==> src/rtl/hier_include_rr_arbiter_pkg.sv <==
// Shared types and constants for the hierIncludeTop shared-resource arbitration slice.
package hier_include_rr_arbiter_pkg;

    localparam int unsigned ANOTHER_SIZE       = 4;
    localparam int unsigned ARB_TIMEOUT_CYCLES = 64;

    typedef enum logic [1:0] {
        IDLE,
        START,
        BUSY,
        RELEASE
    } arb_state_t;

    typedef logic [$clog2(ANOTHER_SIZE)-1:0] req_id_t;

endpackage

==> src/rtl/hier_include_rr_arbiter_pick.sv <==
// Combinational rotating-priority picker: first set req bit after last, wrapping.
module hier_rr_pick #(
    parameter int unsigned NUM_REQ = 4
) (
    input  logic [NUM_REQ-1:0]         req,
    input  logic [$clog2(NUM_REQ)-1:0] last,
    output logic [$clog2(NUM_REQ)-1:0] winner,
    output logic                       valid
);

    localparam int unsigned IW = $clog2(NUM_REQ);

    always_comb begin
        int unsigned idx;
        logic [IW-1:0] idx_w;
        winner = '0;
        valid  = 1'b0;
        idx    = 0;
        idx_w  = '0;
        for (int unsigned i = 1; i <= NUM_REQ; i++) begin
            idx   = (32'(last) + i) % NUM_REQ;
            idx_w = IW'(idx);
            if (!valid && req[idx_w]) begin
                winner = idx_w;
                valid  = 1'b1;
            end
        end
    end

endmodule

==> src/rtl/hier_include_rr_arbiter.sv <==
// Round-robin sequencer sharing one nested resource among NUM_REQ requesters,
// with start/done handshake, watchdog abort and per-winner completion pulses.
module hier_include_rr_arbiter
    import hier_include_rr_arbiter_pkg::*;
#(
    parameter int unsigned NUM_REQ        = ANOTHER_SIZE,
    parameter int unsigned TIMEOUT_CYCLES = ARB_TIMEOUT_CYCLES
) (
    input  logic                       clk,
    input  logic                       rst_n,
    input  logic [NUM_REQ-1:0]         req,
    output logic [NUM_REQ-1:0]         gnt,
    output logic [NUM_REQ-1:0]         cpl,
    output logic                       cpl_err,
    output logic                       res_start,
    output logic [$clog2(NUM_REQ)-1:0] res_sel,
    input  logic                       res_done,
    output logic                       res_abort,
    output logic                       busy
);

    localparam int unsigned IW = $clog2(NUM_REQ);
    localparam int unsigned CW = (TIMEOUT_CYCLES == 0) ? 1 : $clog2(TIMEOUT_CYCLES + 1);
    localparam logic [CW-1:0] CNT_LAST = (TIMEOUT_CYCLES == 0) ? '0 : CW'(TIMEOUT_CYCLES - 1);

    arb_state_t    state_q, state_d;
    logic [IW-1:0] sel_q, sel_d;
    logic [IW-1:0] last_q, last_d;
    logic          err_q, err_d;
    logic [CW-1:0] cnt_q, cnt_d;
    logic          abort_c;
    logic [IW-1:0] pick_idx;
    logic          pick_valid;

    hier_rr_pick #(
        .NUM_REQ(NUM_REQ)
    ) u_pick (
        .req    (req),
        .last   (last_q),
        .winner (pick_idx),
        .valid  (pick_valid)
    );

    always_ff @(posedge clk or negedge rst_n) begin
        if (!rst_n) begin
            state_q <= IDLE;
            sel_q   <= '0;
            last_q  <= IW'(NUM_REQ - 1);
            err_q   <= 1'b0;
            cnt_q   <= '0;
        end else begin
            state_q <= state_d;
            sel_q   <= sel_d;
            last_q  <= last_d;
            err_q   <= err_d;
            cnt_q   <= cnt_d;
        end
    end

    // Same-cycle done beats the watchdog terminal count, so abort is gated by res_done.
    always_comb begin
        state_d = state_q;
        sel_d   = sel_q;
        last_d  = last_q;
        err_d   = err_q;
        cnt_d   = cnt_q;
        abort_c = 1'b0;
        case (state_q)
            IDLE: begin
                if (pick_valid) begin
                    sel_d   = pick_idx;
                    state_d = START;
                end
            end
            START: begin
                cnt_d   = '0;
                state_d = BUSY;
            end
            BUSY: begin
                if (res_done) begin
                    err_d   = 1'b0;
                    state_d = RELEASE;
                end else if ((TIMEOUT_CYCLES != 0) && (cnt_q == CNT_LAST)) begin
                    abort_c = 1'b1;
                    err_d   = 1'b1;
                    state_d = RELEASE;
                end else if (cnt_q != '1) begin
                    cnt_d = cnt_q + 1'b1;
                end
            end
            RELEASE: begin
                last_d  = sel_q;
                state_d = IDLE;
            end
            default: state_d = IDLE;
        endcase
    end

    always_comb begin
        gnt = '0;
        cpl = '0;
        if ((state_q == START) || (state_q == BUSY)) gnt[sel_q] = 1'b1;
        if (state_q == RELEASE) cpl[sel_q] = 1'b1;
        cpl_err   = (state_q == RELEASE) && err_q;
        res_start = (state_q == START);
        res_abort = abort_c;
        res_sel   = sel_q;
        busy      = (state_q != IDLE);
    end

endmodule
==> config.mk <==
export PLATFORM = sky130hd
export DESIGN_NAME = hier_include_rr_arbiter
export DESIGN_NICKNAME = d
export VERILOG_FILES = /design/src/rtl/hier_include_rr_arbiter_pkg.sv /design/src/rtl/hier_include_rr_arbiter_pick.sv /design/src/rtl/hier_include_rr_arbiter.sv
export SDC_FILE = /design/constraint.sdc
export NUM_CORES = 1
export LEC_CHECK = 0
export ABC_AREA = 1
export CAP_MARGIN = 10
export CORE_ASPECT_RATIO = 0.75
export CORE_MARGIN = 2
export CORE_UTILIZATION = 56
export DETAILED_ROUTE_END_ITERATION = 8
export DONT_BUFFER_PORTS = 1
export HOLD_SLACK_MARGIN = 0.12
export PLACE_DENSITY = 0.69
export SLEW_MARGIN = 20
export SYNTH_ARGS = -nofsm -noshare
export SYNTH_HDL_FRONTEND = slang
export SYNTH_HIERARCHICAL = 1
export SYNTH_SLANG_ARGS = --single-unit
==> constraint.sdc <==
create_clock -name clk -period 5.6 [get_ports clk]
set_clock_uncertainty 0.15 [all_clocks]
set_input_delay 0.28 -clock clk [delete_from_list [all_inputs] [get_ports clk]]
set_output_delay 0.28 -clock clk [all_outputs]
set_load 0.05 [all_outputs]
# After elaboration in Yosys (flattened, before gate mapping)
# Index checks and enable logic that the tools add are counted.
dict set report word_totals {
  register_bits 14
  input_bits 7
  out_inout_bits 14
}
dict set report classes {
  addsub 5
  magnitude_cmp 6
  n_eq_ne 10
  muxes 33
  reduce_logical 17
}
# cell count
set ops {}
lappend ops {{7-bit two-way mux} 3}
lappend ops {{2-bit by 3-bit < comparator with 1-bit output (second input constant)} 5}
lappend ops {{1-bit two-way mux} 14}
lappend ops {{2-bit two-way mux} 7}
lappend ops {{7-bit one-hot mux with 2 select lines} 1}
lappend ops {{1-bit binary-select mux with 2-bit select} 4}
lappend ops {{4-bit two-way mux} 2}
lappend ops {{2-bit != test (second input constant)} 4}
lappend ops {{2-bit one-hot mux with 4 select lines} 1}
lappend ops {{7-bit by 1-bit adder with 7-bit output (second input constant)} 1}
lappend ops {{7-bit by 6-bit == test with 1-bit output (second input constant)} 1}
lappend ops {{7-bit != test (second input constant)} 1}
lappend ops {{2-bit AND reduction} 3}
lappend ops {{2-bit nonzero test} 3}
lappend ops {{1-bit logical AND} 5}
lappend ops {{2-bit by 1-bit adder with 2-bit output (second input constant)} 2}
lappend ops {{2-bit adder (second input constant)} 2}
lappend ops {{2-bit == test (second input constant)} 2}
lappend ops {{4-bit AND reduction} 1}
lappend ops {{1-bit zero test} 3}
lappend ops {{3-bit != test (second input constant)} 1}
lappend ops {{1-bit demux with 2-bit select} 1}
lappend ops {{2-bit by 1-bit == test with 1-bit output (second input constant)} 1}
lappend ops {{2-bit by 1-bit greater-or-equal comparator with 1-bit output (second input constant)} 1}
lappend ops {{2 further kinds} 2}

# Longest topological paths before layout
dict set report logic_depth {
  depth_word 15
  ltp_mapped 11
}

# By module
# Netlist, hierarchy kept.
# mod instances cells_each area_each_um2 seq_area_each_um2
set by_module_without_submodules {}
lappend by_module_without_submodules {hier_include_rr_arbiter 1 110 878.3 352.8}
lappend by_module_without_submodules {hier_rr_pick 1 52 271.5 0.0}

# Worst setup path after synthesis
# Ideal clock, no wire load.
dict set report synth_path {
  path_kind {register to output}
  start {reg state_q[0]}
  end {out res_abort}
  arrival_ps 2033
  required_time_ps 5170
  slack_ps 3137
  stages_incl_launch_ff 6
  n_path_buf 1
  cell_sequence {dfrtp_1 -> inv_1 -> ha_1 -> buf_2 -> inv_2 -> nor3_1}
}
dict set report synth_between {
  elab_chain_len 2
}
# element line
set synth_rtl {}
lappend synth_rtl {{start: declaration} hier_include_rr_arbiter.sv:26} ;# arb_state_t state_q, state_d;
lappend synth_rtl {{start signal: assignment} hier_include_rr_arbiter.sv:52} ;# state_q <= state_d;
lappend synth_rtl {{2-bit == test} hier_include_rr_arbiter.sv:68} ;# case (state_q)
lappend synth_rtl {{1-bit two-way mux} hier_include_rr_arbiter.sv:68}
lappend synth_rtl {{end: declaration} hier_include_rr_arbiter.sv:18} ;# output logic res_abort,
# No other way between the ends.

# Final worst setup path
dict set report layout_path {
  start {reg sel_q[1] (netlist: res_sel[1])}
  end {out cpl[3]}
}
dict set report layout_between {
  elab_chain_len 5
  elab_cells_between_ends 6
}
# element line
set layout_rtl {}
lappend layout_rtl {{start: declaration} hier_include_rr_arbiter.sv:27} ;# logic [IW-1:0] sel_q, sel_d;
lappend layout_rtl {{start signal: assignment} hier_include_rr_arbiter.sv:53} ;# sel_q <= sel_d;
lappend layout_rtl {{2-bit by 3-bit < comparator with 1-bit output (implied by the code) or 2-bit by 1-bit greater-or-equal comparator with 1-bit output (tied branches)} hier_include_rr_arbiter.sv:103} ;# if (state_q == RELEASE) cpl[sel_q] = 1'b1;
lappend layout_rtl {{1-bit logical AND (implied by the code)} hier_include_rr_arbiter.sv:103}
lappend layout_rtl {{1-bit two-way mux (implied by the code)} hier_include_rr_arbiter.sv:103}
lappend layout_rtl {{1-bit demux with 2-bit select (*)} hier_include_rr_arbiter.sv:103}
lappend layout_rtl {{4-bit two-way mux (*)} hier_include_rr_arbiter.sv:103}
lappend layout_rtl {{end: declaration} hier_include_rr_arbiter.sv:13} ;# output logic [NUM_REQ-1:0] cpl,
# Every way passes the cells marked *; elsewhere a longest branch is shown, timed or not.

==> reports/qor.yml <==
critical_path:
  path_buf_inv: 0
  worstPathArrival_ns: 1.95
  startpoint_type: "register"
  critPathMaxStageDelay_ns: 0.77
  crit_type: "register to primary output"
  worstSetupEndpointType: "primary output"
  cpMaxStageDelayCell: "dfrtp_1"
  path_cells: "nand2_1 -> nor2_1"
  worstPathMaxFanout: 7
  crit_family: "simple AND/OR/NAND/NOR gates"
  required_ns: 5.17
floorplanning:
  start_util: 0.5809
  die_w_um: 56.33
  row_count: 14
  dieArea_um2: 2435
  core_um2: 1979
  io_pins: 21
  die_h_um: 43.24
clock_network:
  h-tree-depth: 1
  clockRootBuffer: "clkbuf_4"
  cts_tree: "built"
  cts_inserted_buffers: 3
  clock_latency_ns: 0.28
  clk_path_buf_depth: 2
  numClockSinks: 14
  postCtsSetupBuffers: 0
  path_clk_slew_ns: 0.09
sta:
  worst_hold_slack_ns: 0.1947
  rsz0062_at_grt: "no"
  setup_slack_ns: 3.224
  finalMaxSlewViolations: 0
  setup_viol: 0
  worst_slew_pin_slew_ns: 0.8846
  finalHoldViolCount: 0
  slew_headroom: 0.4081
  tns_ns: 0
  timing.fmax_mhz: 420.9
  fin_crit_sh: 0.4242
  fin_crit_ns: 2.376
grt:
  grt.total_usage: 0.2127
  grt_pass1_wl_mm: 4.029
  grt_start_max_net_pins: 15
  grt_antenna_before_repair: 0
  grt.overflow.total: 0
  first_global_vias: 945
logic_synthesis:
  mappedNetlistArea_um2: 1150
  yosysUniqueCellTypes: 27
  synth_top_area_frac: 0.2612
  syn_avg_cell_area_um2: 7.098
  yosys_warnings: 6
  synthesis.instances: 162
  async_flop_share: 1.000
  synthFlopType: "dfrtp_1"
  ys_seq_elements: 14
  synth_top_cell_by_area: "dfrtp_1"
  yosysSeqAreaShare: 0.3069
  synth.area.top_cells: "dfrtp_1, nand2_1, nand3_1"
  synth_edf_count: 0
  synthesis.nets: 175
final_layout:
  area_delta_synth_final_pct: 10.12
  mostFrequentLayoutCells: "nand2_1, nand3_1, inv_1, dfrtp_1, nor2_1"
  drive_gt1_frac: 0.2164
  antennaDiodeCount: 0
  nNetsFinal: 185
  final_common_cell: "nand2_1"
power:
  p_seq_frac: 0.261
  comb_power_share: 0.648
  ir_worst_vdd_mv: 0.5312
  finalPower_uw: 820.2
  p_sw_uw: 484.7
  powerDensity_nw_per_um2: 647.8
  p_clk_frac: 0.091
  netSwitchingFraction: 0.5909
  p_int_uw: 335.5
  power.leakage_uw: 0.0006354
routing:
  num_vias: 1060
  vias_per_cell: 5.436
  wl_per_cell_um: 12.01
  wirelength_mm: 2.342
  firstDrtPassIters: 4
  postRouteAntennaNets: 0
  drc: 0
  drt_iter0_markers: 50
run_status:
  status: "completed"
place:
  port_buffers: 0
  gp_congestion: 0.9276
  hpwl_mm: 1.863
  post-place-ws_ns: 3.387
flow_run:
  max_cap_violations: 0
hold_path:
  hold_class: "input pin to register"
-- repair_timing --
| item | in CTS | in global routing |
|---|---|---|
| gates resized for setup | 0 | 0 |
| hold endpoints to repair | 17 | 0 |
| hold buffers | 2 | 0 |
-- cells by family (layout without fill, tap and decap cells) --
group	count (synthesis)	after routing	share of synthesized area
fa+ha+maj	6	6	0.06529
compound gates	16	16	0.08705
simple gates	103	103	0.4570
buf+inv	23	32	0.08378
flops	14	14	0.3069
-- synth_stat cells (2+ instances only) --
cell     instances
nor2_1           8
nand3_1         20
inv_2            5
a21oi_1          7
or2_2            2
inv_1           15
nand2_1         47
ha_1             6
nand4_1          5
o21ai_1          3
nand2_2          5
dfrtp_1         12
nand2_4          3
nor2_4           2
nor3_1           6
o21ai_2          4
dfstp_2          2
-- power groups by stage --
stage                     logic (µW)  registers (µW)  clock network [µW]
after floorplan                  453             195                   0
after global placement           516             213                   0
after detailed placement         526             216                   0
after CTS                        531             213                75.1
after global routing             588             222                78.8
final                            532             214                74.4
-- worst register-to-register path, cell delays in order, from the launching register on --
cell,delay [ns]
dfstp_2,0.65
inv_1,0.17
nand2_1,0.11
nand2_1,0.09
nand2_1,0.13
nand2_4,0.08
nor2_8,0.13
nand4_1,0.13
or2_2,0.35
nand3_1,0.09
nand2_1,0.05
-- per-stage QoR --
stage,instance area [µm²],utilization,instances
2_1_floorplan,1150,-,162
3_3_place_gp,1210,0.6113,189
3_5_place_dp,1210,0.6113,189
4_1_cts,1266,0.6397,195
5_1_grt,1266,0.6397,195
6_report,1266,0.6397,195
-- registers in the layout, summed over array words and instances, names as in the netlist --
| register | count |
|---|---|
| state_q | 2 |
| err_q | 1 |
| last_q | 2 |
| res_sel | 2 |
| cnt_q | 7 |
-- metal layers --
layer,global-route usage,share of wire,vias up
met3,0.05793,0.065,2
met1,0.3011,0.48,488
li1,-,-,542
met5,0,0,-
met2,0.3247,0.44,28
met4,0.04762,0.0056,0
-- final cells by class --
type                    instances  area (µm²)
multi-input cells             125       705.7
fillers                       187       713.2
clock buffers                   4       36.28
repair buffers                  7       57.56
flip-flops and latches         14       352.8
inverters                      21       83.83
well taps                      24       30.03
-- worst paths after layout --
check	cells after the start	startpoint	slack [ns]	endpoint
max	2	res_sel[1]$_DFFE_PN0P_	3.22	cpl[3]
min	4	res_done	0.19	cnt_q[6]$_DFFE_PN0P_
max reg2reg	10	last_q[0]$_DFFE_PN1N_	3.36	state_q[1]$_DFFE_PN0P_
min reg2reg	2	last_q[1]$_DFFE_PN1N_	0.39	last_q[1]$_DFFE_PN1N_
max in group asynchronous	1	rst_n	4.60	res_sel[0]$_DFFE_PN0P_
min in group asynchronous	1	rst_n	0.30	cnt_q[2]$_DFFE_PN0P_
(Power assumes the default switching activity.)
